`src/rtl/rv_commit_checker.sv`:
```
// Lockstep retire-stream checker: buffers DUT and reference retirements, compares them
// in order and latches the first divergence with a cause code and PC.

module rv_commit_fifo #(
    parameter int W     = 8,
    parameter int DEPTH = 8
) (
    input  logic         i_clk,
    input  logic         i_rstn,
    input  logic         i_clr,
    input  logic         i_push,
    input  logic         i_pop,
    input  logic [W-1:0] i_data,
    output logic [W-1:0] o_data,
    output logic         o_empty,
    output logic         o_full
);
    localparam int AW = $clog2(DEPTH);

    logic [W-1:0] mem [DEPTH];
    logic [AW:0]  wp;
    logic [AW:0]  rp;

    always_ff @(posedge i_clk or negedge i_rstn) begin
        if (!i_rstn) begin
            wp <= '0;
            rp <= '0;
        end else if (i_clr) begin
            wp <= '0;
            rp <= '0;
        end else begin
            if (i_push) wp <= wp + 1'b1;
            if (i_pop)  rp <= rp + 1'b1;
        end
    end

    always_ff @(posedge i_clk) begin
        if (i_push) mem[wp[AW-1:0]] <= i_data;
    end

    assign o_data  = mem[rp[AW-1:0]];
    assign o_empty = (wp == rp);
    // Extra pointer bit tells full from empty when the index bits coincide.
    assign o_full  = (wp[AW] != rp[AW]) && (wp[AW-1:0] == rp[AW-1:0]);
endmodule

```
`config.mk`:
```
export PLATFORM = sky130hd
export DESIGN_NAME = rv_commit_fifo
export DESIGN_NICKNAME = d
export VERILOG_FILES = /design/src/rtl/rv_commit_checker.sv
export SDC_FILE = /design/constraint.sdc
export NUM_CORES = 1
export LEC_CHECK = 0
export ABC_AREA = 0
export BUFFER_PORTS_ARGS = -buffer_cell sky130_fd_sc_hd__buf_2
export CAP_MARGIN = 10
export CORE_UTILIZATION = 55
export DETAILED_ROUTE_END_ITERATION = 8
export GPL_TIMING_DRIVEN = 0
export HOLD_SLACK_MARGIN = 0.08
export PLACE_DENSITY = 0.76
export SYNTH_ARGS = -nofsm -noshare
export SYNTH_HDL_FRONTEND = slang
export SYNTH_SLANG_ARGS = --single-unit
```
`constraint.sdc`:
```
create_clock -name i_clk -period 4.9 [get_ports i_clk]
set_input_delay 0.735 -clock i_clk [delete_from_list [all_inputs] [get_ports i_clk]]
set_output_delay 0.735 -clock i_clk [all_outputs]
set_load 0.05 [all_outputs]
```
==> summary.md, run 1 <==
| Metric | Value |
|---|---|
| Slowest cell on crit path | `dfrtp_1` |
| Worst path depth | `5` |
| Max_slew headroom | `40.2%` |
| Crit Path Class | `reg -> out` |
| Worst r2r path cells | `3` |
| Initial DRC count | `60` |
| Endpoints failing hold | `0` |
| Share of layout cells above drive strength 1 | `a little under a third` |
| GRT overflow | `0` |
| Max Used Layer | `met4` |
| CTS root buffer | `clkbuf_8` |
| Met3 wire len | `351 um` |
| Post-CTS Setup Bufs | `0` |
| Final #Nets | `195` |
| Req. time, crit path | `between 4000 and 5000 ps` |
| GRT Overall Usage | `20.3%` |
| Final GP Congestion | `0.791` |
| Synth warn | `0` |
| Final worst setup slack | `slightly above 2000 ps` |
| Initial Utilization | `between 50 and 60%` |
| CP most frequent cell | `buf_2` |
| Syn Inst Count | `about 150` |
| # fillers | `393` |
| Die Y | `75.2 um` |
| CP max stage delay | `350 ps` |
| CTS tree | `yes` |
| TritonCTS Buffers | `9` |
| Met2 WL post-DR | `2560 um` |
| Post-CTS sizing | `0` |
| Slew of the pin with the lowest slew margin | `894 ps` |
| ANT cells | `0` |
| CP Max Fanout | `10` |
| Final setup violation count | `0` |
| Post-synth EDFFs | `64` |
| Vias per cell | `~5.6` |
| Synth-to-layout area growth | `13.0%` |
| Mapped Nets | `161` |
| FP Rows | `26` |
| Syn Area/Cell | `20.2 um2` |
| Register bit total from synthesis | `72` |
| Buffers on Ports | `21` |
| Final critical-path share of the clock period | `slightly below 60%` |
| Cts hold-fix bufs | `0` |
| Achievable Freq | `351 MHz` |
| Clk_skew | `3.81 ps` |
| Antenna Violating Nets Remaining | `0` |
| Max cap viols | `0` |
| First-pass GRT wire length | `7460 um` |
| Worst-Skew Late Latency | `~340 ps` |
| Avg WL per Cell | `19.5 um` |
| Die Area | `between 5000 and 6000 um2` |
| Initial antenna violation count | `0` |
| CTS Buffer Depth | `2` |
| Vias in the first global route | `1444` |
| Reg clk slew, reported paths | `70 ps` |
| Final WL | `4960 um` |
| Vias | `around 1.4k` |
| Wl on met1 | `1980 um` |
| CP Cell Sequence | `buf_2, buf_2, mux4_2, mux2_4, buf_2` |
| Post-route minimum period | `about 2800 ps` |
| Worst Path Buf+Inv | `3` |
| Hold Crit Class | `in -> async` |
| Outcome | `finished clean` |
| Synth cell types | `24` |
| Setup WS pre-CTS | `2380 ps` |
| Async SR Flop Fraction | `11.1%` |
| Pin count of the biggest net entering global routing | `12` |
| Sequential-to-total area share from yosys stat | `72.1%` |
| DRC viols | `0` |
| Htree depth | `3` |
| Sequential Area | `between 2000 and 2500 um2` |
| LEAKAGE | `~1.2 nW` |
| Hpwl dp | `3260 um` |
| TritonRoute pass-1 iters | `4` |
| Io pins | `23` |
| P per Cell Area | `388 nW/um2` |
| RSZ-0062 raised after global routing | `false` |
| Netlist Area Pre-Place | `2940 um2` |
| Core area | `5140 um2` |
| Top FF cell, synth | `edfxtp_1` |
| DIE WIDTH | `roughly 75 um` |
| Crit. End Element | `output pin` |
| Footprint of the multi-input gates | `764 um2` |
| Fin Setup TNS | `0 ps` |
| Critical path arrival | `2110 ps` |
| Max-slew violations | `0` |
| Clock Sinks | `72` |
| CP delay by family, top | `buffers and inverters` |
| Startpoint Class | `flip-flop` |
| Peak supply drop | `0.286 mV` |
[worst paths after layout]
| path | startpoint | end | slack, ps |
|---|---|---|---|
| max reg2reg | wp[0]$_DFFE_PN0P_ | mem[3][6]$_DFFE_PP_ | 3010 |
| max | rp[1]$_DFFE_PN0P_ | o_data[2] | 2050 |
| min in group i_clk | wp[3]$_DFFE_PN0P_ | wp[3]$_DFFE_PN0P_ | 570 |
| min | i_rstn | wp[0]$_DFFE_PN0P_ | 220 |
| min reg2reg | wp[3]$_DFFE_PN0P_ | wp[3]$_DFFE_PN0P_ | 570 |
| max in group asynchronous | i_rstn | wp[2]$_DFFE_PN0P_ | 4510 |
[cells in the final DEF (no fill, tap or decap), types with 3 or more instances in the layout]
cell      instances
edfxtp_1         64
buf_2            24
nor2_1           14
mux4_1            9
clkbuf_8          9
dfrtp_1           8
mux4_2            7
mux2_4            7
xnor2_1           6
nand2_1           4
clkbuf_1          4
nand2b_1          3
xor2_1            3
clkinv_2          3
[power breakdown]
| group | switching (W) | total (W) | internal (W) | leakage (nW) |
|---|---|---|---|---|
| registers | 0.00000523 | 0.000691 | 0.000686 | 0.690 |
| logic | 0.000106 | 0.000173 | 0.0000667 | 0.391 |
| clock network | 0.000200 | 0.000428 | 0.000228 | 0.0933 |
[sequential cells by signal (all words and copies together), names as in the netlist]
register	flops
mem	64
rp	4
wp	4
[metrics by stage]
stage / hold slack [ps] / std cells / power [W] / utilization, % / instance area [um2]
after floorplan: 439 / 146 / 0.000834 / - / 2940
after global placement: 549 / 237 / 0.000869 / 61.0 / 3140
after detailed placement: 555 / 239 / 0.000879 / 61.3 / 3150
after CTS: 216 / 254 / 0.00130 / 64.8 / 3330
after global routing: 217 / 254 / 0.00133 / 64.8 / 3330
final: 224 / 254 / 0.00129 / 64.8 / 3330
[per-layer routing]
layer / global-route usage, % / vias up
met3: 7.10 / 10
met2: 34.4 / 46
met5: 0 / -
li1: - / 649
met1: 23.6 / 728
met4: 9.26 / 0
[logic make-up after synthesis]
family / Yosys count / share of synthesized area (%)
compound gates: 2 / 0.340
simple gates: 27 / 4.08
flops: 72 / 72.1
fa+ha+maj: 2 / 0.850
xor+xnor: 9 / 2.68
mux: 26 / 18.0
buf+inv: 8 / 1.95
[area by class of cell]
cell class / instances / area share, %
Buffer: 8 / 1.73
Clock buffer: 10 / 3.83
Clock inverter: 5 / 1.47
Multi-Input combinational cell: 66 / 23.0
Sequential cell: 72 / 63.8
Tap cell: 70 / 2.63
Timing Repair Buffer: 23 / 3.61
[cell usage after synthesis (2+ instances only)]
cell type,number,area (um2)
nand2b_1,3,18.8
mux2_4,7,105
mux2i_1,2,20.0
xor2_1,3,26.3
nor3_1,2,10.0
dfrtp_1,8,200
nor2_1,14,52.6
nand2_1,4,15.0
edfxtp_1,64,1920
mux4_1,9,236
clkbuf_1,3,11.3
mux4_2,7,158
xnor2_1,6,52.6
ha_1,2,25.0
buf_2,3,15.0
Power figures use the tool's default switching activity.
==> inputs of run 2 (changes only) <==
- clock period: 4.9 -> 2.89 ns (I/O delays scaled with it)
==> summary.md, run 2 (same netlist as run 1, synthesis figures left out) <==
| Metric | Value |
|---|---|
| Final critical-path share of the clock period | `roughly nine tenths` |
| TritonCTS Buffers | `9` |
| Vias in the first global route | `1447` |
| CTS root buffer | `clkbuf_8` |
| Max_slew headroom | `41.8%` |
| CTS Buffer Depth | `2` |
| Share of layout cells above drive strength 1 | `between 30% and 40%` |
| Final WL | `4950 um` |
| Die Area | `5650 um2` |
| Clock Sinks | `between 70 and 80` |
| DRC viols | `0` |
| Core area | `5140 um2` |
| Footprint of the multi-input gates | `764 um2` |
| Final GP Congestion | `0.791` |
| CTS tree | `yes` |
| Slew of the pin with the lowest slew margin | `870 ps` |
| Most frequent cells in the layout | `edfxtp_1 (64), buf_2 (24), nor2_1 (14), mux4_1 (9), clkbuf_8 (9)` |
| Post-route minimum period | `2560 ps` |
| Vias per cell | `approximately 5.6` |
| Initial DRC count | `slightly below 70` |
| Setup WS pre-CTS | `667 ps` |
| First-pass GRT wire length | `about 7400 um` |
| Initial antenna violation count | `0` |
| Critical path arrival | `~2100 ps` |
| Htree depth | `3` |
| Avg WL per Cell | `19.4 um` |
| Met3 wire len | `260 um` |
| Pin count of the biggest net entering global routing | `12` |
| Initial Utilization | `57.3%` |
| Crit. End Element | `output pin` |
| Final setup violation count | `0` |
| Max cap viols | `0` |
| Endpoints failing hold | `0` |
| LEAKAGE | `1.18 nW` |
| P per Cell Area | `657 nW/um2` |
| Crit Path Class | `reg -> out` |
| RSZ-0062 raised after global routing | `false` |
| Post-Place Cells | `239` |
| DIE WIDTH | `approximately 75 um` |
| Buffers on Ports | `21` |
| Die Y | `75.2 um` |
| Startpoint Class | `flip-flop` |
| FP Rows | `26` |
| Worst-Skew Late Latency | `about 340 ps` |
| Clk_skew | `4.41 ps` |
| CP Max Fanout | `10` |
| Design Area, Final | `3340 um2` |
| Fin Setup TNS | `0 ps` |
| Wl on met1 | `2010 um` |
| Synth-to-layout area growth | `13.4%` |
| Final worst setup slack | `335 ps` |
| # fillers | `approximately 400` |
| GRT Overall Usage | `20.3%` |
| Commonest non-fill, non-tap cell in the layout | `edfxtp_1` |
| Req. time, crit path | `approximately 2500 ps` |
| ANT cells | `0` |
| TritonRoute pass-1 iters | `4` |
| Antenna Violating Nets Remaining | `0` |
| Met2 WL post-DR | `2610 um` |
| Sequential Area | `2120 um2` |
| Total power | `0.00219 W` |
| Max-slew violations | `0` |
| Achievable Freq | `391 MHz` |
| Io pins | `23` |
| Outcome | `finished clean` |
| Final #Nets | `196` |
| Vias | `1437` |
| Reg clk slew, reported paths | `70 ps` |
| GRT overflow | `0` |
| Hold Crit Class | `in -> reg` |
| Peak supply drop | `0.485 mV` |
| Max Used Layer | `met4` |
| Cell Area, Placed | `3150 um2` |
| Fin cells | `about 260` |
| Max reg flops | `64` |
| Hpwl dp | `3260 um` |
==> run 2: changes by cell type in the layout (fill, tap and decap cells not counted) <==
cell	change
dlygate4sd3_1	+1
==> run 2: cell type report <==
cell class | count | share of cell area (%)
sequential | 72 | 63.6
multi-input combinational | 66 | 22.9
timing repair buffer | 24 | 3.90
clock buffer | 10 | 3.82
tap | 70 | 2.62
buffer | 8 | 1.72
clock inverter | 5 | 1.46
==> run 2: layer usage <==
metal / track usage (%) / up-vias
met4: 9.26 / 0
li1: - / 650
met2: 34.4 / 42
met3: 7.10 / 10
met1: 23.5 / 735
met5: 0 / -
==> run 2: through the flow <==
step,util (%),hold slack (ps)
final,64.9,356
after global routing,64.9,340
after CTS,64.9,338
after detailed placement,61.3,286
after global placement,61.0,273
after floorplan,-,138
==> run 2: repair_timing <==
item | in CTS | in global routing
hold buffers | 1 | 0
buffers inserted | 0 | 0
endpoints found under the hold margin | 8 | 0
gates resized for setup | 0 | 0
==> run 2: critical path: stages (launching register included) <==
cell and delay [ps]:
dfrtp_1 350, buf_2 270, buf_2 330, mux4_2 350
mux2_4 270, buf_2 210
==> run 2: worst paths after layout <==
| path | startpoint | endpoint | slack (ps) | depth (start not counted) |
|---|---|---|---|---|
| min in group asynchronous | i_rstn | rp[0]$_DFFE_PN0P_ | 450 | 2 |
| worst max register to register | wp[0]$_DFFE_PN0P_ | mem[5][7]$_DFFE_PP_ | 1000 | 3 |
| worst min register to register | wp[3]$_DFFE_PN0P_ | wp[3]$_DFFE_PN0P_ | 580 | 2 |
| worst min-delay path | i_data[7] | mem[1][7]$_DFFE_PP_ | 360 | 1 |
| worst max-delay path | rp[1]$_DFFE_PN0P_ | o_data[2] | 330 | 5 |
| max in group asynchronous | i_rstn | rp[1]$_DFFE_PN0P_ | 2270 | 2 |
==> run 2: power by group <==
| group | switching [W] | internal [W] |
|---|---|---|
| combinational | 0.000180 | 0.000114 |
| clock | 0.000340 | 0.000386 |
| sequential | 0.00000892 | 0.00116 |
| total | 0.000529 | 0.00166 |
